$ cat config.mk
export PLATFORM = sky130hd
export DESIGN_NAME = mem_stage_flat
export DESIGN_NICKNAME = d
export VERILOG_FILES = /design/src/rtl/pipeline_pkg.sv /design/src/rtl/mem_stage_if.sv /design/src/rtl/mem_timeout_counter.sv /design/src/rtl/mem_stage.sv /design/src/flat_wrapper.sv
export SDC_FILE = /design/constraint.sdc
export NUM_CORES = 1
export LEC_CHECK = 0
export ABC_AREA = 1
export BUFFER_PORTS_ARGS = -buffer_cell sky130_fd_sc_hd__buf_4
export CAP_MARGIN = 25
export CORE_MARGIN = 4
export CORE_UTILIZATION = 45
export DETAILED_ROUTE_END_ITERATION = 16
export PLACE_DENSITY = 0.73
export SLEW_MARGIN = 10
export SYNTH_ARGS = -nofsm -noshare
export SYNTH_HDL_FRONTEND = slang
export SYNTH_SLANG_ARGS = --single-unit
$ cat constraint.sdc
create_clock -name clk -period 5.4 [get_ports clk]
set_clock_uncertainty 0.05 [all_clocks]
set_input_delay 0.27 -clock clk [delete_from_list [all_inputs] [get_ports clk]]
set_output_delay 0.27 -clock clk [all_outputs]
set_load 0.01 [all_outputs]
$ cat src/rtl/pipeline_pkg.sv
// rtl/pipeline_pkg.sv - shared types and widths for the MEM pipeline stage
package pipeline_pkg;

  localparam int WORD_W     = 32;
  localparam int REG_ADDR_W = 5;

  typedef enum logic [1:0] {
    IDLE = 2'd0,
    REQ  = 2'd1,
    RESP = 2'd2
  } mem_state_t;

  typedef struct packed {
    logic [WORD_W-1:0]     alu_result;
    logic [WORD_W-1:0]     store_data;
    logic [REG_ADDR_W-1:0] write_reg;
    logic                  mem_read;
    logic                  mem_write;
    logic                  reg_write;
  } ex_mem_t;

  // Any operation that touches data memory
  function automatic logic is_mem_op(input ex_mem_t op);
    return op.mem_read | op.mem_write;
  endfunction

  // A read+write combination behaves as a load, so only a pure write is a store
  function automatic logic is_store_op(input ex_mem_t op);
    return op.mem_write & ~op.mem_read;
  endfunction

endpackage

$ cat src/rtl/mem_stage_if.sv
// rtl/mem_stage_if.sv - EX->MEM, MEM->dmem and MEM->WB bus interfaces
interface ex_mem_if;
  import pipeline_pkg::*;

  logic                  ex_valid;
  logic                  ex_ready;
  logic [WORD_W-1:0]     ex_alu_result;
  logic [WORD_W-1:0]     ex_store_data;
  logic [REG_ADDR_W-1:0] ex_write_reg;
  logic                  ex_mem_read;
  logic                  ex_mem_write;
  logic                  ex_reg_write;

  modport master (
    output ex_valid, ex_alu_result, ex_store_data, ex_write_reg,
           ex_mem_read, ex_mem_write, ex_reg_write,
    input  ex_ready
  );

  modport slave (
    input  ex_valid, ex_alu_result, ex_store_data, ex_write_reg,
           ex_mem_read, ex_mem_write, ex_reg_write,
    output ex_ready
  );
endinterface

interface dmem_if;
  import pipeline_pkg::*;

  logic              dmem_req;
  logic              dmem_we;
  logic [WORD_W-1:0] dmem_addr;
  logic [WORD_W-1:0] dmem_wdata;
  logic              dmem_ack;
  logic [WORD_W-1:0] dmem_rdata;

  modport master (
    output dmem_req, dmem_we, dmem_addr, dmem_wdata,
    input  dmem_ack, dmem_rdata
  );

  modport slave (
    input  dmem_req, dmem_we, dmem_addr, dmem_wdata,
    output dmem_ack, dmem_rdata
  );
endinterface

interface wb_if;
  import pipeline_pkg::*;

  logic                  wb_valid;
  logic [WORD_W-1:0]     wb_data;
  logic [REG_ADDR_W-1:0] wb_write_reg;
  logic                  wb_reg_write;
  logic                  mem_err;

  modport master (
    output wb_valid, wb_data, wb_write_reg, wb_reg_write, mem_err
  );

  modport slave (
    input  wb_valid, wb_data, wb_write_reg, wb_reg_write, mem_err
  );
endinterface

$ cat src/rtl/mem_timeout_counter.sv
// rtl/mem_timeout_counter.sv - counts unacknowledged request cycles, flags expiry
module mem_timeout_counter #(
  parameter int TIMEOUT_CYCLES = 255
) (
  input  logic clk,
  input  logic reset,
  input  logic clear,
  input  logic enable,
  output logic expired
);

  localparam int                CNT_W = (TIMEOUT_CYCLES > 1) ? $clog2(TIMEOUT_CYCLES) : 1;
  localparam logic [CNT_W-1:0]  LAST  = CNT_W'(TIMEOUT_CYCLES - 1);

  logic [CNT_W-1:0] count;

  // Expiry is seen during the TIMEOUT_CYCLES-th request cycle, so the
  // request is held for exactly TIMEOUT_CYCLES cycles before aborting.
  assign expired = (count == LAST);

  // Cycle counter: zeroed while idle, advances each request cycle, saturates at LAST
  always_ff @(posedge clk or posedge reset) begin
    if (reset) begin
      count <= '0;
    end else if (clear) begin
      count <= '0;
    end else if (enable && !expired) begin
      count <= count + CNT_W'(1);
    end
  end

endmodule

$ cat src/rtl/mem_stage.sv
// rtl/mem_stage.sv - MEM pipeline stage; optional MEM_ALIGN_CHECK_EN word-alignment abort
module mem_stage
  import pipeline_pkg::*;
#(
  parameter int TIMEOUT_CYCLES = 255
) (
  input  logic       clk,
  input  logic       reset,
  ex_mem_if.slave    ex,
  dmem_if.master     dmem,
  wb_if.master       wb
);

  mem_state_t state_q, state_d;
  ex_mem_t    ex_op;
  ex_mem_t    op_q;

  logic ready_c;
  logic req_c;
  logic we_c;
  logic cnt_clear;
  logic cnt_enable;
  logic cnt_expired;
  logic finish_c;
  logic finish_err_c;
  logic misaligned;
  logic accept;

  logic                  wb_valid_q;
  logic [WORD_W-1:0]     wb_data_q;
  logic [REG_ADDR_W-1:0] wb_write_reg_q;
  logic                  wb_reg_write_q;
  logic                  mem_err_q;

  assign ex_op.alu_result = ex.ex_alu_result;
  assign ex_op.store_data = ex.ex_store_data;
  assign ex_op.write_reg  = ex.ex_write_reg;
  assign ex_op.mem_read   = ex.ex_mem_read;
  assign ex_op.mem_write  = ex.ex_mem_write;
  assign ex_op.reg_write  = ex.ex_reg_write;

  assign accept = ex.ex_valid && ready_c;

`ifdef MEM_ALIGN_CHECK_EN
  // A misaligned access never reaches memory; it passes through REQ silently and aborts
  assign misaligned = (op_q.alu_result[1:0] != 2'b00);
`else
  assign misaligned = 1'b0;
`endif

  mem_timeout_counter #(
    .TIMEOUT_CYCLES(TIMEOUT_CYCLES)
  ) u_timeout (
    .clk    (clk),
    .reset  (reset),
    .clear  (cnt_clear),
    .enable (cnt_enable),
    .expired(cnt_expired)
  );

  // State register
  always_ff @(posedge clk or posedge reset) begin
    if (reset) begin
      state_q <= IDLE;
    end else begin
      state_q <= state_d;
    end
  end

  // Next state, handshake and memory-request outputs
  always_comb begin
    state_d      = state_q;
    ready_c      = 1'b0;
    req_c        = 1'b0;
    we_c         = 1'b0;
    cnt_clear    = 1'b0;
    cnt_enable   = 1'b0;
    finish_c     = 1'b0;
    finish_err_c = 1'b0;
    case (state_q)
      IDLE: begin
        ready_c   = 1'b1;
        cnt_clear = 1'b1;
        if (ex.ex_valid && is_mem_op(ex_op)) begin
          state_d = REQ;
        end
      end
      REQ: begin
        if (misaligned) begin
          finish_c     = 1'b1;
          finish_err_c = 1'b1;
          state_d      = RESP;
        end else begin
          req_c      = 1'b1;
          we_c       = is_store_op(op_q);
          cnt_enable = 1'b1;
          if (dmem.dmem_ack) begin
            finish_c = 1'b1;
            state_d  = RESP;
          end else if (cnt_expired) begin
            finish_c     = 1'b1;
            finish_err_c = 1'b1;
            state_d      = RESP;
          end
        end
      end
      RESP: begin
        state_d = IDLE;
      end
      default: begin
        state_d = IDLE;
      end
    endcase
  end

  // EX/MEM register: captured only for memory ops, held for the whole access
  always_ff @(posedge clk or posedge reset) begin
    if (reset) begin
      op_q <= '0;
    end else if (accept && is_mem_op(ex_op)) begin
      op_q <= ex_op;
    end
  end

  // MEM/WB register: one-cycle valid pulse, fields hold between pulses
  always_ff @(posedge clk or posedge reset) begin
    if (reset) begin
      wb_valid_q     <= 1'b0;
      wb_data_q      <= '0;
      wb_write_reg_q <= '0;
      wb_reg_write_q <= 1'b0;
      mem_err_q      <= 1'b0;
    end else if (accept && !is_mem_op(ex_op)) begin
      wb_valid_q     <= 1'b1;
      wb_data_q      <= ex_op.alu_result;
      wb_write_reg_q <= ex_op.write_reg;
      wb_reg_write_q <= ex_op.reg_write;
      mem_err_q      <= 1'b0;
    end else if (finish_c) begin
      // An aborted load has no data; report the address instead
      wb_valid_q     <= 1'b1;
      wb_data_q      <= (op_q.mem_read && !finish_err_c) ? dmem.dmem_rdata : op_q.alu_result;
      wb_write_reg_q <= op_q.write_reg;
      wb_reg_write_q <= op_q.reg_write && !is_store_op(op_q) && !finish_err_c;
      mem_err_q      <= finish_err_c;
    end else begin
      wb_valid_q     <= 1'b0;
      wb_reg_write_q <= 1'b0;
      mem_err_q      <= 1'b0;
    end
  end

  assign ex.ex_ready      = ready_c;
  assign dmem.dmem_req    = req_c;
  assign dmem.dmem_we     = we_c;
  assign dmem.dmem_addr   = op_q.alu_result;
  assign dmem.dmem_wdata  = op_q.store_data;

  assign wb.wb_valid      = wb_valid_q;
  assign wb.wb_data       = wb_data_q;
  assign wb.wb_write_reg  = wb_write_reg_q;
  assign wb.wb_reg_write  = wb_reg_write_q;
  assign wb.mem_err       = mem_err_q;

endmodule
$ cat src/flat_wrapper.sv
// flat-port wrapper written by rule: the top's interface ports become plain ports
module mem_stage_flat import pipeline_pkg::*;
#(
  parameter int TIMEOUT_CYCLES = 255
)
  (clk, reset, ex_ex_valid, ex_ex_alu_result, ex_ex_store_data, ex_ex_write_reg, ex_ex_mem_read, ex_ex_mem_write, ex_ex_reg_write, ex_ex_ready, dmem_dmem_req, dmem_dmem_we, dmem_dmem_addr, dmem_dmem_wdata, dmem_dmem_ack, dmem_dmem_rdata, wb_wb_valid, wb_wb_data, wb_wb_write_reg, wb_wb_reg_write, wb_mem_err);
  ex_mem_if ex_i ();
  dmem_if dmem_i ();
  wb_if wb_i ();
  input  logic clk;
  input  logic reset;
  input wire logic [$bits(ex_i.ex_valid)-1:0] ex_ex_valid;
  input wire logic [$bits(ex_i.ex_alu_result)-1:0] ex_ex_alu_result;
  input wire logic [$bits(ex_i.ex_store_data)-1:0] ex_ex_store_data;
  input wire logic [$bits(ex_i.ex_write_reg)-1:0] ex_ex_write_reg;
  input wire logic [$bits(ex_i.ex_mem_read)-1:0] ex_ex_mem_read;
  input wire logic [$bits(ex_i.ex_mem_write)-1:0] ex_ex_mem_write;
  input wire logic [$bits(ex_i.ex_reg_write)-1:0] ex_ex_reg_write;
  output wire logic [$bits(ex_i.ex_ready)-1:0] ex_ex_ready;
  output wire logic [$bits(dmem_i.dmem_req)-1:0] dmem_dmem_req;
  output wire logic [$bits(dmem_i.dmem_we)-1:0] dmem_dmem_we;
  output wire logic [$bits(dmem_i.dmem_addr)-1:0] dmem_dmem_addr;
  output wire logic [$bits(dmem_i.dmem_wdata)-1:0] dmem_dmem_wdata;
  input wire logic [$bits(dmem_i.dmem_ack)-1:0] dmem_dmem_ack;
  input wire logic [$bits(dmem_i.dmem_rdata)-1:0] dmem_dmem_rdata;
  output wire logic [$bits(wb_i.wb_valid)-1:0] wb_wb_valid;
  output wire logic [$bits(wb_i.wb_data)-1:0] wb_wb_data;
  output wire logic [$bits(wb_i.wb_write_reg)-1:0] wb_wb_write_reg;
  output wire logic [$bits(wb_i.wb_reg_write)-1:0] wb_wb_reg_write;
  output wire logic [$bits(wb_i.mem_err)-1:0] wb_mem_err;
  assign ex_i.ex_valid = ex_ex_valid;
  assign ex_i.ex_alu_result = ex_ex_alu_result;
  assign ex_i.ex_store_data = ex_ex_store_data;
  assign ex_i.ex_write_reg = ex_ex_write_reg;
  assign ex_i.ex_mem_read = ex_ex_mem_read;
  assign ex_i.ex_mem_write = ex_ex_mem_write;
  assign ex_i.ex_reg_write = ex_ex_reg_write;
  assign ex_ex_ready = ex_i.ex_ready;
  assign dmem_dmem_req = dmem_i.dmem_req;
  assign dmem_dmem_we = dmem_i.dmem_we;
  assign dmem_dmem_addr = dmem_i.dmem_addr;
  assign dmem_dmem_wdata = dmem_i.dmem_wdata;
  assign dmem_i.dmem_ack = dmem_dmem_ack;
  assign dmem_i.dmem_rdata = dmem_dmem_rdata;
  assign wb_wb_valid = wb_i.wb_valid;
  assign wb_wb_data = wb_i.wb_data;
  assign wb_wb_write_reg = wb_i.wb_write_reg;
  assign wb_wb_reg_write = wb_i.wb_reg_write;
  assign wb_mem_err = wb_i.mem_err;
  mem_stage #(.TIMEOUT_CYCLES(TIMEOUT_CYCLES)) u_core (.clk(clk), .reset(reset), .ex(ex_i), .dmem(dmem_i), .wb(wb_i));
endmodule
# Word level (Yosys, flattened, before mapping)
# Cells that the tools add are included.
classes:
  eq_ne: 4
  muxes: 25
  reduce_logical: 16
  n_addsub: 1
  n_bitwise: 3
ops:
  columns: ["operator", "n"]
  rows:
  - ["2-to-1 mux 32 bit", 3]
  - ["2-to-1 mux 8 bit", 2]
  - ["2-to-1 mux 1 bit", 14]
  - ["2-to-1 mux 5 bit", 2]
  - ["adder 8 x 1 -> 8 bit, second input constant", 1]
  - ["equality test 8 bit, second input constant", 1]
  - ["logical AND 1 bit", 8]
  - ["2-to-1 mux 2 bit", 3]
  - ["zero test 1 bit", 4]
  - ["one-hot mux 2 bit (2 select lines)", 1]
  - ["nonzero test 2 bit", 2]
  - ["!= test 3 bit, second input constant", 1]
  - ["equality test 2 x 1 -> 1 bit, second input constant", 1]
  - ["zero test 2 bit", 1]
  - ["!= test 2 x 1 -> 1 bit, second input constant", 1]
  - ["AND reduction 2 bit", 1]
  - ["AND 1 bit", 1]
  - ["NOT 1 bit", 1]
  - ["OR 1 bit", 1]
totals:
  out_inout_bits: 107
  regBits: 122
  elab_cells: 62

# Logic depth before layout (Yosys ltp)
# Gate-level depths: netlist of the first run.
depth:
  ltp_word: 9
  depth_mapped: 11
  mapped_depth_nobuf: 10

# By module
# Synthesis of the first run repeated with hierarchy kept, for this count alone.
hier_totals:
  hier_cells: 839
  hier_area_um2: 6399.9
by_module_without_submodules:
  columns: ["module", "seq_area_each_um2", "cells_each", "area_per_inst_um2", "instances"]
  rows:
  - ["mem_stage", 2852.7, 767, 5880.6, 1]
  - ["mem_timeout_counter", 200.2, 72, 519.2, 1]

# Least setup slack after synthesis of the first run
# Ideal clock, no wire load.
synth_timing:
  path_type: "reg-to-reg"
  start: "reg u_core.u_timeout.count[0]"
  end: "reg u_core.wb_data_q[0] (netlist: u_core.wb.wb_data[0])"
  setup_time_ns: 0.116
  n_path_buf: 1
  stages_incl_launch_ff: 11
  slack_ns: 3.806
  arrival_time_ns: 1.427
  cell_sequence: "dfrtp_1 > inv_1 > ha_1 > inv_1 > nor2_2 > nand3_2 > nand3_4 > inv_4 > buf_4 > nand2_1 > nand2_1"
synth_via:
  elab_chain_cells: 9
synth_rtl:
  columns: ["element", "line_no", "source"]
  rows:
  - ["start, declared", "mem_timeout_counter.sv:15", "logic [CNT_W-1:0] count;"]
  - ["start signal, assigned", "mem_timeout_counter.sv:28", "count <= count + CNT_W'(1);"]
  - ["equality test 8 bit *", "mem_timeout_counter.sv:19", "assign expired = (count == LAST);"]
  - ["2-to-1 mux 1 bit *", "mem_stage.sv:100", "end else if (cnt_expired) begin"]
  - ["2-to-1 mux 1 bit", "mem_stage.sv:97", "if (dmem.dmem_ack) begin"]
  - ["2-to-1 mux 1 bit", "mem_stage.sv:80", "case (state_q)"]
  - ["zero test 1 bit", "mem_stage.sv:142", "wb_data_q <= (op_q.mem_read && !finish_err_c) ? dmem.dmem_rdata : op_q.alu_result;"]
  - ["logical AND 1 bit", "mem_stage.sv:142", null]
  - ["2-to-1 mux 32 bit", "mem_stage.sv:142", null]
  - ["2-to-1 mux 32 bit", "mem_stage.sv:139", "end else if (finish_c) begin"]
  - ["2-to-1 mux 32 bit", "mem_stage.sv:133", "end else if (accept && !is_mem_op(ex_op)) begin"]
  - ["end signal, assigned", "mem_stage.sv:135", "wb_data_q <= ex_op.alu_result;"]
  - ["end signal, assigned", "mem_stage.sv:142", null]
  - ["end, declared", "mem_stage.sv:30", "logic [WORD_W-1:0] wb_data_q;"]
# Mark *: on every way between the ends. The rest lies on a longest branch, timed or not. The select of a mux whose other input is x is not followed.
# A chain may end at the register's enable or synchronous reset.

# Worst setup path after layout of the first run
layout_timing:
  start: "reg u_core.u_timeout.count[0]"
  end: "reg u_core.wb_data_q[9] (netlist: u_core.wb.wb_data[9])"
# Same word-level chain as after synthesis.

==> flow_summary.json, run 1 <==
{
  "hpwl_um": 10800,
  "cp_slowest_cell": "nand2_2",
  "ys_types": 30,
  "synth_seq_cells": 122,
  "grt-ovfl-total": 0,
  "worst_ir_drop_vdd_uv": 228,
  "numCtsBuffers": 17,
  "die_h_um": 124,
  "status": "finished, final reports clean",
  "worstPathMaxFanout": 34,
  "path_clk_slew_ns": 0.06,
  "cp-start-kind": "register",
  "drive_above_1_share_pct": 34.4,
  "grt_max_degree": 81,
  "post_dp_cell_area_mm2": 0.00730,
  "arrival_ns": 2.73,
  "finalSetupTns_ns": 0,
  "num_vias": 5051,
  "syn_to_final_growth_pct": 28.5,
  "yosysWarnings": 0,
  "post-place-ws_ns": 2.91,
  "first_global_vias": 5013,
  "timing.final.crit_share_pct": 46.4,
  "wirelength_um": 15900,
  "antenna_found_initial": 1,
  "final_area_mm2": 0.00785,
  "grt_first_pass_wirelength_um": 26100,
  "p_leak_uw": 0.00412,
  "final_cell_mix": "buf_4, nand2_1, dfrtp_1, inv_1, nand3_1",
  "power_density_mw_per_mm2": 491,
  "critPathKind": "register to register",
  "clk_latency_ns": 0.40,
  "path_cells": "inv_1 -> ha_1 -> inv_1 -> nor2_2 -> nand3_4 -> nand2_2 -> nand2_1 -> nand3_1 -> nand3_1",
  "io_pins": 215,
  "die_area_mm2": 0.0155,
  "grt.total_usage_pct": 20.7,
  "syn_nets": 805,
  "drv_cap": 0,
  "path_buf_inv": 2,
  "slowest_delay_ns": 0.70,
  "drt_iter0_drc": 304,
  "max_freq_ghz": 0.400,
  "start_util_pct": 46.1,
  "syn_area_per_cell_um2": 8.79,
  "maxSlewViolCount": 0,
  "crit_path_end_kind": "register",
  "ant_nets": 0,
  "post-route-drc-count": 0,
  "h-tree-depth": 4,
  "cp.required_ns": 5.63,
  "rsz0062_at_grt": "false",
  "row_count": 42,
  "nets": 946,
  "setup_violations": 0,
  "cts_resized": 0,
  "placed_cells": 991,
  "gp_congestion": 0.835,
  "syn_inst": 695,
  "detail_route.wl_per_cell_um": 15.5,
  "hold_viol": 0,
  "tightest_slew_ns": 0.879,
  "clock-root-buffer": "clkbuf_16",
  "setup_slack_ns": 2.90,
  "ys_seq_area_share_pct": 50.0,
  "cp_top_family": "simple AND/OR/NAND/NOR gates",
  "clkSinkCount": 122,
  "min_path_type": "primary input to register",
  "period_needed_ns": 2.50,
  "clock_path_buffers": 2,
  "holdWs_ns": 0.0454,
  "instances_no_fill": 1023,
  "port_buffers": 214,
  "relSlewSlack_pct": 41.3,
  "cts_tree": "built",
  "die_x_um": 124,
  "final_common_cell": "buf_4",
  "fp.coreArea_mm2": 0.0132,
  "vias_per_cell": 4.94,
  "drtPass1Iterations": 5,
  "synthesis.area_mm2": 0.00611
}
-- layout make-up --
cell class | instances | area [um2]
antenna | 1 | 2.50
clock buffer | 26 | 499
clock inverter | 3 | 15.0
fill | 1200 | 5400
inverter | 74 | 283
multi-input combinational | 402 | 2110
sequential | 122 | 3050
tap | 176 | 220
timing repair buffer | 219 | 1660
-- report_power, final --
group | internal (uW) | total [uW] | switching (uW)
Clock | 625 | 999 | 374
Sequential | 1250 | 1460 | 209
Combinational | 684 | 1390 | 710
Total | 2560 | 3850 | 1290
-- cell families (layout without fill, tap and decap cells) --
logic type	Yosys count	after routing	synth area share [%]
compound gates	58	58	5.12
flops	122	122	50.0
mux	32	32	5.90
fa+ha+maj	2	2	0.410
buf+inv	171	322	15.5
other cells	0	1	0
simple gates	307	307	22.6
xor+xnor	3	3	0.430
-- routing by layer --
layer	wire length, um	GRT usage (%)	up-vias
met5	0	0	-
met4	352	8.12	0
met3	1230	6.05	23
met2	7590	32.5	224
met1	6680	27.0	2385
li1	-	-	2419
-- what timing repair did --
item / CTS / global route
endpoints found under the hold margin: 0 / 39
setup buffers: 0 / 0
hold buffers: 0 / 1
-- path summary, 6_finish.rpt --
path | start | endpoint | slack, ns | cells after the start
worst max-delay path | u_core.u_timeout.count[0] | u_core.wb.wb_data[9] | 2.90 | 9
worst min-delay path | ex_ex_alu_result[20] | u_core.wb.wb_data[20] | 0.05 | 3
worst max register to register | u_core.u_timeout.count[0] | u_core.wb.wb_data[9] | 2.90 | 9
worst min register to register | u_core.op_q[0] | u_core.op_q[0] | 0.44 | 2
max in group asynchronous | reset | u_core.dmem.dmem_addr[31] | 3.72 | 5
min in group asynchronous | reset | u_core.wb.wb_data[21] | 0.42 | 3
-- stage by stage --
stage	util [%]	total power, uW
after floorplan	-	2380
after global placement	55.1	2840
after detailed placement	55.1	2870
after CTS	59.0	3890
after global routing	59.2	4090
final	59.2	3850
-- cells in the mapped netlist, drive strengths merged --
| cell type | number | area, um2 |
|---|---|---|
| buf | 91 | 644 |
| xor2 | 2 | 17.5 |
| xnor2 | 1 | 8.76 |
| mux2 | 32 | 360 |
| clkinv | 1 | 3.75 |
| inv | 73 | 277 |
| ha | 2 | 25.0 |
| o31ai | 1 | 7.51 |
| dfrtp | 122 | 3050 |
| nand4 | 1 | 21.3 |
| a21oi | 16 | 80.1 |
| nor2 | 23 | 106 |
| o211ai | 5 | 37.5 |
| clkbuf | 6 | 22.5 |
| nand2 | 195 | 739 |
| o22ai | 6 | 37.5 |
| nand3 | 72 | 395 |
| nand3b | 16 | 120 |
| o21ai | 30 | 150 |
-- worst min-delay path, stage by stage --
cell	delay [ns]
buf_4	0.08
nand2_1	0.04
nand3_1	0.07
Note: power is estimated with default switching activity, not from simulation.
==> inputs of run 2 (changes only) <==
- PLACE_DENSITY: 0.73 -> 0.76
- clock period: 5.4 -> 2.1 ns (I/O delays scaled with it)
==> run 2 against run 1 <==
Core utilization up 8.8 points; non-clock buffer count up 113; fmax up 32%; flip-flop and latch count unchanged; count of clock-buffer cells in the layout down 3; global-route usage up 2.6 points; die area unchanged; critical path depth down 3; first-iteration DRC count up 30%; highest routed layer unchanged.
==> flow_summary.json, run 2 (same netlist as run 1, synthesis figures left out) <==
{
  "clock_path_buffers": 2,
  "arrival_ns": 2.18,
  "rr_worst_depth": 6,
  "crit_path_end_kind": "register",
  "maxSlewViolCount": 0,
  "maxUsedRoutingLayer": "met4",
  "met3_length_um": 1280,
  "max_freq_ghz": 0.528,
  "path_clk_slew_ns": 0.05,
  "hpwl_um": 11000,
  "holdCritStartpoint": "dmem_dmem_rdata[0]",
  "r2r-start": "u_core.op_q[2]",
  "post-route-drc-count": 0,
  "port_buffers": 214,
  "crit_cells": 6,
  "clk_latency_ns": 0.41,
  "grt_max_degree": 113,
  "grt_first_pass_wirelength_um": 29300,
  "met1_length_um": 7290,
  "numCtsBuffers": 17,
  "cp.required_ns": 2.39,
  "drv_cap": 0,
  "worst_ir_drop_vdd_uv": 596,
  "syn_to_final_growth_pct": 47.5,
  "drive_above_1_share_pct": 32.0,
  "setup_violations": 0,
  "r2r_slack_ns": 0.21,
  "path_cells": "buf_4 -> inv_1 -> nand2_1 -> nand2_1 -> o22ai_1 -> dlygate4sd3_1",
  "num_vias": 5532,
  "nets": 1059,
  "vias_per_cell": 4.87,
  "grt-ovfl-total": 0,
  "n_antenna_cell": 0,
  "drt_iter0_drc": 396,
  "cts_tree": "built",
  "clkSinkCount": 122,
  "critPathKind": "register to register",
  "die_area_mm2": 0.0155,
  "relSlewSlack_pct": 58.4,
  "die_x_um": 124,
  "path_buf_inv": 3,
  "r2r_end": "u_core.wb.wb_reg_write",
  "detail_route.wl_per_cell_um": 15.6,
  "die_h_um": 124,
  "tightest_slew_ns": 0.625,
  "h-tree-depth": 4,
  "start_util_pct": 46.1,
  "route.met2.wl_um": 8750,
  "gp_congestion": 0.794,
  "min_path_type": "primary input to register",
  "hold_depth": 5,
  "timing.final.crit_share_pct": 90.1,
  "cp-start-kind": "register",
  "first_global_vias": 5835,
  "worstPathMaxFanout": 13,
  "rsz0062_at_grt": "false",
  "cp_slowest_cell": "dlygate4sd3_1",
  "row_count": 42,
  "power.total_uw": 10400,
  "grt.total_usage_pct": 23.3,
  "clock-root-buffer": "clkbuf_16",
  "p_leak_uw": 0.00462,
  "fp.coreArea_mm2": 0.0132,
  "drtPass1Iterations": 5,
  "hold_end": "u_core.wb.wb_data[0]",
  "wirelength_um": 17800,
  "slowest_delay_ns": 0.60,
  "finalSetupTns_ns": 0,
  "io_pins": 215,
  "final_common_cell": "buf_4",
  "crit_top_cell": "nand2_1",
  "status": "finished, final reports clean",
  "hold_viol": 0,
  "power_density_mw_per_mm2": 1150,
  "period_needed_ns": 1.89,
  "ant_nets": 0,
  "final_cell_mix": "buf_4, nand2_1, dfrtp_1, dlygate4sd3_1",
  "antenna_found_initial": 0,
  "cp_top_family": "buffers and inverters",
  "utilization_pct": 68.0
}
==> run 2: report_power, final <==
group          total (uW)  switching, uW  internal (uW)
sequential           3780            564           3210
combinational        3830           1890           1940
clock                2770            983           1790
total               10400           3440           6940
==> run 2: cell type report <==
| type | count | area (um2) |
|---|---|---|
| Fill cell | 1025 | 4230 |
| Sequential cell | 122 | 3050 |
| Timing Repair Buffer | 332 | 2770 |
| Multi-Input combinational cell | 402 | 2110 |
| Clock buffer | 23 | 468 |
| Inverter | 74 | 284 |
| Tap cell | 176 | 220 |
| Clock inverter | 8 | 95.1 |
==> run 2: worst register-to-register path, stage by stage (launching register included) <==
cell           delay (ns)
dfrtp_2              0.57
buf_4                0.26
inv_1                0.06
nand2_1              0.08
nand2_1              0.05
o22ai_1              0.16
dlygate4sd3_1        0.60
==> run 2: worst max-delay path by stage <==
stage	slack, ns	endpoint	startpoint
final	0.21	u_core.wb.wb_reg_write	u_core.op_q[2]
after global routing	0.004	u_core.wb.wb_data[20]	u_core.u_timeout.count[0]
after CTS	0.08	u_core.wb.wb_reg_write	u_core.op_q[2]
after detailed placement	0.19	u_core.wb.wb_data[24]	u_core.u_timeout.count[0]
after global placement	0.27	u_core.wb.wb_data[20]	u_core.u_timeout.count[0]
after floorplan	0.45	u_core.dmem.dmem_addr[0]	reset
==> run 2: routing by layer <==
layer / vias up / track usage (%)
li1: 2653 / -
met1: 2599 / 28.1
met2: 245 / 38.9
met3: 35 / 7.42
met4: 0 / 8.83
met5: - / 0
==> run 2: stage by stage <==
step                area [um2]  worst slack, ns  instances  hold slack (ns)
floorplan                 6110            0.448        695            0.188
global placement          7430            0.271       1005           0.0208
detailed placement        7430            0.195       1005           0.0188
CTS                       9000           0.0810       1137         0.000536
global route              9010          0.00358       1137          0.00749
finish                    9010            0.207       1137          0.00921
==> run 2: what timing repair did <==
| action | CTS | global route |
|---|---|---|
| setup endpoints to repair | 0 | 20 |
| gates resized for setup | 0 | 2 |
| buffers inserted | 0 | 0 |
| hold buffers | 101 | 0 |
| hold endpoints to repair | 117 | 0 |
